===== src/rtl/rv32i_types.sv =====
// Shared types and constants for the pipeline control slice.
package rv32i_types;

   localparam int CNT_W = 32;

   typedef enum logic [1:0] {
      RUN,
      HOLD_I,
      HOLD_D
   } pipe_ctrl_state_t;

endpackage


===== src/rtl/load_use_detect.sv =====
// Flags an ID instruction that reads the destination of a load still in EX.
module load_use_detect (
   input  logic       ex_is_load_i,
   input  logic [4:0] ex_rd_i,
   input  logic [4:0] id_rs1_i,
   input  logic [4:0] id_rs2_i,
   input  logic       id_uses_rs1_i,
   input  logic       id_uses_rs2_i,
   output logic       load_use_o
);

   logic rs1_hit;
   logic rs2_hit;

   assign rs1_hit    = id_uses_rs1_i && (id_rs1_i == ex_rd_i);
   assign rs2_hit    = id_uses_rs2_i && (id_rs2_i == ex_rd_i);
   // x0 never carries a real dependency
   assign load_use_o = ex_is_load_i && (ex_rd_i != 5'd0) && (rs1_hit || rs2_hit);

endmodule


===== src/rtl/pipeline_ctrl.sv =====
// Pipeline stall/flush controller: memory handshake FSM, stage register gating
// and performance counters.
module pipeline_ctrl
   import rv32i_types::*;
(
   input  logic             clk,
   input  logic             rst,
   input  logic             imem_resp,
   input  logic             dmem_read_req,
   input  logic             dmem_write_req,
   input  logic             dmem_resp,
   input  logic [4:0]       id_rs1,
   input  logic [4:0]       id_rs2,
   input  logic             id_uses_rs1,
   input  logic             id_uses_rs2,
   input  logic             ex_is_load,
   input  logic [4:0]       ex_rd,
   input  logic             ex_redirect,
   output logic             imem_read,
   output logic             dmem_read,
   output logic             dmem_write,
   output logic             pc_load,
   output logic             if_id_load,
   output logic             id_ex_load,
   output logic             ex_mem_load,
   output logic             mem_wb_load,
   output logic             if_id_clear,
   output logic             id_ex_clear,
   output logic             ex_mem_clear,
   output logic [CNT_W-1:0] stall_cycles,
   output logic [CNT_W-1:0] bubble_count,
   output logic [CNT_W-1:0] flush_count
);

   pipe_ctrl_state_t state_q, state_d;
   logic [CNT_W-1:0] stall_q, stall_d;
   logic [CNT_W-1:0] bubble_q, bubble_d;
   logic [CNT_W-1:0] flush_q, flush_d;

   logic i_ok, d_ok, adv, load_use;

   load_use_detect u_load_use_detect (
      .ex_is_load_i  (ex_is_load),
      .ex_rd_i       (ex_rd),
      .id_rs1_i      (id_rs1),
      .id_rs2_i      (id_rs2),
      .id_uses_rs1_i (id_uses_rs1),
      .id_uses_rs2_i (id_uses_rs2),
      .load_use_o    (load_use)
   );

   assign i_ok = imem_resp || (state_q == HOLD_I);
   assign d_ok = !(dmem_read_req || dmem_write_req) || dmem_resp || (state_q == HOLD_D);
   assign adv  = i_ok && d_ok;

   always_comb begin
      state_d = state_q;
      unique case (state_q)
         RUN: begin
            if (imem_resp && !d_ok)
               state_d = HOLD_I;
            else if (dmem_resp && !i_ok)
               state_d = HOLD_D;
         end
         HOLD_I, HOLD_D: begin
            if (adv)
               state_d = RUN;
         end
         default: state_d = RUN;
      endcase
   end

   always_comb begin
      imem_read    = 1'b0;
      dmem_read    = 1'b0;
      dmem_write   = 1'b0;
      pc_load      = 1'b0;
      if_id_load   = 1'b0;
      id_ex_load   = 1'b0;
      ex_mem_load  = 1'b0;
      mem_wb_load  = 1'b0;
      if_id_clear  = 1'b0;
      id_ex_clear  = 1'b0;
      ex_mem_clear = 1'b0;
      if (rst) begin
         if_id_clear  = 1'b1;
         id_ex_clear  = 1'b1;
         ex_mem_clear = 1'b1;
      end else begin
         imem_read  = (state_q != HOLD_I);
         // a held data response must not trigger a second access
         dmem_read  = dmem_read_req && (state_q != HOLD_D);
         dmem_write = dmem_write_req && (state_q != HOLD_D);
         if (adv) begin
            if (ex_redirect) begin
               pc_load     = 1'b1;
               if_id_clear = 1'b1;
               id_ex_clear = 1'b1;
               ex_mem_load = 1'b1;
               mem_wb_load = 1'b1;
            end else if (load_use) begin
               id_ex_clear = 1'b1;
               ex_mem_load = 1'b1;
               mem_wb_load = 1'b1;
            end else begin
               pc_load     = 1'b1;
               if_id_load  = 1'b1;
               id_ex_load  = 1'b1;
               ex_mem_load = 1'b1;
               mem_wb_load = 1'b1;
            end
         end
      end
   end

   always_comb begin
      stall_d  = adv ? stall_q : stall_q + CNT_W'(1);
      bubble_d = (adv && load_use && !ex_redirect) ? bubble_q + CNT_W'(1) : bubble_q;
      flush_d  = (adv && ex_redirect) ? flush_q + CNT_W'(1) : flush_q;
   end

   always_ff @(posedge clk or posedge rst) begin
      if (rst) begin
         state_q  <= RUN;
         stall_q  <= '0;
         bubble_q <= '0;
         flush_q  <= '0;
      end else begin
         state_q  <= state_d;
         stall_q  <= stall_d;
         bubble_q <= bubble_d;
         flush_q  <= flush_d;
      end
   end

   assign stall_cycles = stall_q;
   assign bubble_count = bubble_q;
   assign flush_count  = flush_q;

endmodule

===== config.mk =====
export PLATFORM = sky130hd
export DESIGN_NAME = pipeline_ctrl
export DESIGN_NICKNAME = d
export VERILOG_FILES = /design/src/rtl/rv32i_types.sv /design/src/rtl/load_use_detect.sv /design/src/rtl/pipeline_ctrl.sv
export SDC_FILE = /design/constraint.sdc
export NUM_CORES = 1
export LEC_CHECK = 0
export CORE_MARGIN = 2
export CORE_UTILIZATION = 43
export DETAILED_ROUTE_END_ITERATION = 8
export PLACE_DENSITY_LB_ADDON = 0.15
export SLEW_MARGIN = 40
export SYNTH_ARGS = -nofsm -noshare
export SYNTH_HDL_FRONTEND = slang
export SYNTH_HIERARCHICAL = 1
export SYNTH_SLANG_ARGS = --single-unit
export TNS_END_PERCENT = 20

===== constraint.sdc =====
create_clock -name clk -period 13.7 [get_ports clk]
set_clock_uncertainty 0.1 [all_clocks]
set_input_delay 3.425 -clock clk [delete_from_list [all_inputs] [get_ports clk]]
set_output_delay 3.425 -clock clk [all_outputs]
set_load 0.02 [all_outputs]

==> results.py <==
metrics = {
    "status": {
        "status": "complete, no violations",
    },
    "floorplan": {
        "die_y_um": 109,
        "rows": 38,
        "dieArea_um2": 11900,
        "io_pins": 132,
        "die_width_um": 109,
        "initial_utilization_pct": 44.0,
        "fp.coreArea_um2": 10800,
    },
    "global_route": {
        "grt_overflow": 0,
        "gr-usage-all-layers_pct": 19.3,
        "grt_pass1_vias": 3725,
        "grt_pass1_wl_mm": 18.1,
        "antenna_found_initial": 0,
        "grt_max_degree": 78,
    },
    "worst_setup_path": {
        "worst_r2r_path_depth": 8,
        "rr_startpoint": "state_q[0]",
        "start_kind": "input port",
        "crit_path_end": "id_ex_load",
        "critPathRequiredTime_ns": 10.18,
        "crit_type": "input port to output port",
        "end_kind": "output port",
        "crit_fanout": 3,
        "timing.rr.end": "stall_cycles[22]",
        "arrival_ns": 5.74,
        "ff2ff_setup_slack_ns": 11.08,
        "startpoint": "ex_rd[0]",
    },
    "drt": {
        "avgViaCountPerCell": 5.20,
        "drc_errors": 0,
        "drt_wl_total_mm": 10.9,
        "dr.pass1.iters": 4,
        "dr.first_iter.drc_count": 102,
        "num_vias": 3708,
        "wire_per_inst_um": 15.3,
        "drtAntennaViolNets": 0,
    },
    "pwr": {
        "ir_drop_v": 0.0000694,
        "powerDensity_nw_per_um2": 114,
        "p_leak_nw": 2.75,
        "power_w": 0.000732,
    },
    "logic_synthesis": {
        "synth-seq-cells": 98,
        "syn_area_per_cell_um2": 11.0,
        "synth_seq_area_share_pct": 51.6,
        "yosysTopAreaCell": "dfrtp_1",
        "synth_area_leaders": "dfrtp_1 (52%), xnor2_1 (12%), xor2_1 (7.2%)",
        "netlist_area_um2": 4750,
        "syn_inst": 433,
        "synth_edf_count": 0,
        "netlist-cell-type-count": 46,
        "syn_nets": 464,
        "yosys.area.top_type_share_pct": 51.6,
        "ys.flop_type": "dfrtp_1",
        "yosys_warnings": 6,
        "synthArstFlopShare_pct": 100,
    },
    "cells_and_area": {
        "nFillCells": 902,
        "antenna_cells": 0,
        "post-route-util_pct": 59.5,
        "final_cell_mix": "clkdlybuf4s50_1 (131), dfrtp_1 (98), xnor2_1 (64)",
        "mostFrequentLayoutCell": "clkdlybuf4s50_1",
        "multi_input_area_um2": 2230,
        "regArea_um2": 2450,
        "design_area_um2": 6420,
        "drive_above_1_share_pct": 5.93,
        "layout.nets": 601,
        "area_growth_pct": 35.2,
    },
    "sta": {
        "finalMaxSlewViolations": 0,
        "tightest_slew_ns": 0.706,
        "max_freq_ghz": 0.108,
        "rsz0062_at_grt": "no",
        "setup_violations": 0,
        "timing.final.crit_share_pct": 67.6,
        "fin_crit_ns": 9.26,
        "max_slew_margin_pct": 52.9,
        "hold_viol": 0,
        "fin_tns_setup_ns": 0,
    },
    "place": {
        "numPortBuffers": 131,
        "dpl.hpwl_mm": 7.97,
        "place_area_um2": 6210,
        "gp_congestion": 0.898,
    },
    "clock_network": {
        "htree_levels": 3,
        "postCtsSetupBuffers": 0,
        "clock_sink_count": 98,
        "cts-resized-gates": 0,
        "cts-hold-fix-buffers": 0,
        "cts_buffer_depth": 2,
        "clk_latency_ns": 0.35,
        "numCtsBuffers": 9,
        "path_clk_slew_ns": 0.10,
        "cts_tree": "built",
        "cts-root-buf": "clkbuf_8",
    },
    "job": {
        "max-cap-violations": 0,
    },
    "min_path": {
        "hp-class": "flop to flop",
        "whs_path_depth": 1,
    },
}
[worst max-delay path, stage by stage]
cell and delay, ns:
clkdlybuf4s50_1 0.46, or4_1 0.54, o21ai_1 0.15, a21oi_1 0.08, nor4_1 0.39, clkdlybuf4s50_1 0.69
[power breakdown]
part           switching, W  internal [W]  total [W]
Combinational     0.0000947     0.0000850   0.000180
Sequential        0.0000346      0.000314   0.000349
Clock             0.0000971      0.000107   0.000204
Total              0.000226      0.000506   0.000732
[state kept, by name, summed over array words and instances (netlist names)]
signal	cells
stall_cycles	32
flush_count	32
state_q	2
bubble_count	32
[area by class of cell]
| cell class | count | area share [%] |
|---|---|---|
| clock inverters | 4 | 1.19 |
| multi-input cells | 323 | 34.7 |
| repair buffers | 133 | 20.7 |
| flip-flops and latches | 98 | 38.2 |
| inverters | 5 | 0.331 |
| clock buffers | 10 | 2.14 |
| well taps | 140 | 2.73 |
[cells in the mapped netlist, drive strengths merged, types with 4 or more instances]
| cell type | number |
|---|---|
| dfrtp | 98 |
| xnor2 | 64 |
| nand3 | 39 |
| xor2 | 39 |
| nand2 | 37 |
| nand4 | 32 |
| nor2 | 28 |
| and3 | 16 |
| nor3 | 11 |
| nor4 | 10 |
| and4 | 8 |
| buf | 6 |
| ha | 6 |
| inv | 5 |
| o21ai | 4 |
[per-stage QoR]
| stage | hold WS, ns | std cells | setup slack (ns) |
|---|---|---|---|
| 6_report | 0.376 | 713 | 4.44 |
| 5_1_grt | 0.396 | 713 | 4.31 |
| 4_1_cts | 0.379 | 713 | 4.46 |
| 3_5_place_dp | 0.363 | 699 | 4.46 |
| 3_3_place_gp | 0.358 | 699 | 4.52 |
| 2_1_floorplan | 0.416 | 433 | 3.79 |
[per-layer routing]
layer / part of all wire, % / routed length [um] / track usage [%]
met1: 44 / 4780 / 25.0
met3: 5.6 / 610 / 4.66
met5: 0 / 0 / 0
met4: 1.5 / 163 / 5.49
met2: 49 / 5330 / 32.1
[logic make-up after synthesis]
logic type	share of synthesized area, %
simple gates	23.9
xor+xnor	19.0
flops	51.6
compound gates	2.00
buf+inv	1.45
fa+ha+maj	1.58
mux	0.474
[worst min-delay path by stage]
stage / startpoint / to / slack [ns]
2_1_floorplan: state_q[1] / state_q[1] / 0.42
3_3_place_gp: stall_cycles[31] / stall_cycles[31] / 0.36
3_5_place_dp: flush_count[31] / flush_count[31] / 0.36
4_1_cts: flush_count[31] / flush_count[31] / 0.38
5_1_grt: flush_count[31] / flush_count[31] / 0.40
6_report: flush_count[31] / flush_count[31] / 0.38
Note: power is estimated with default switching activity, not from simulation.
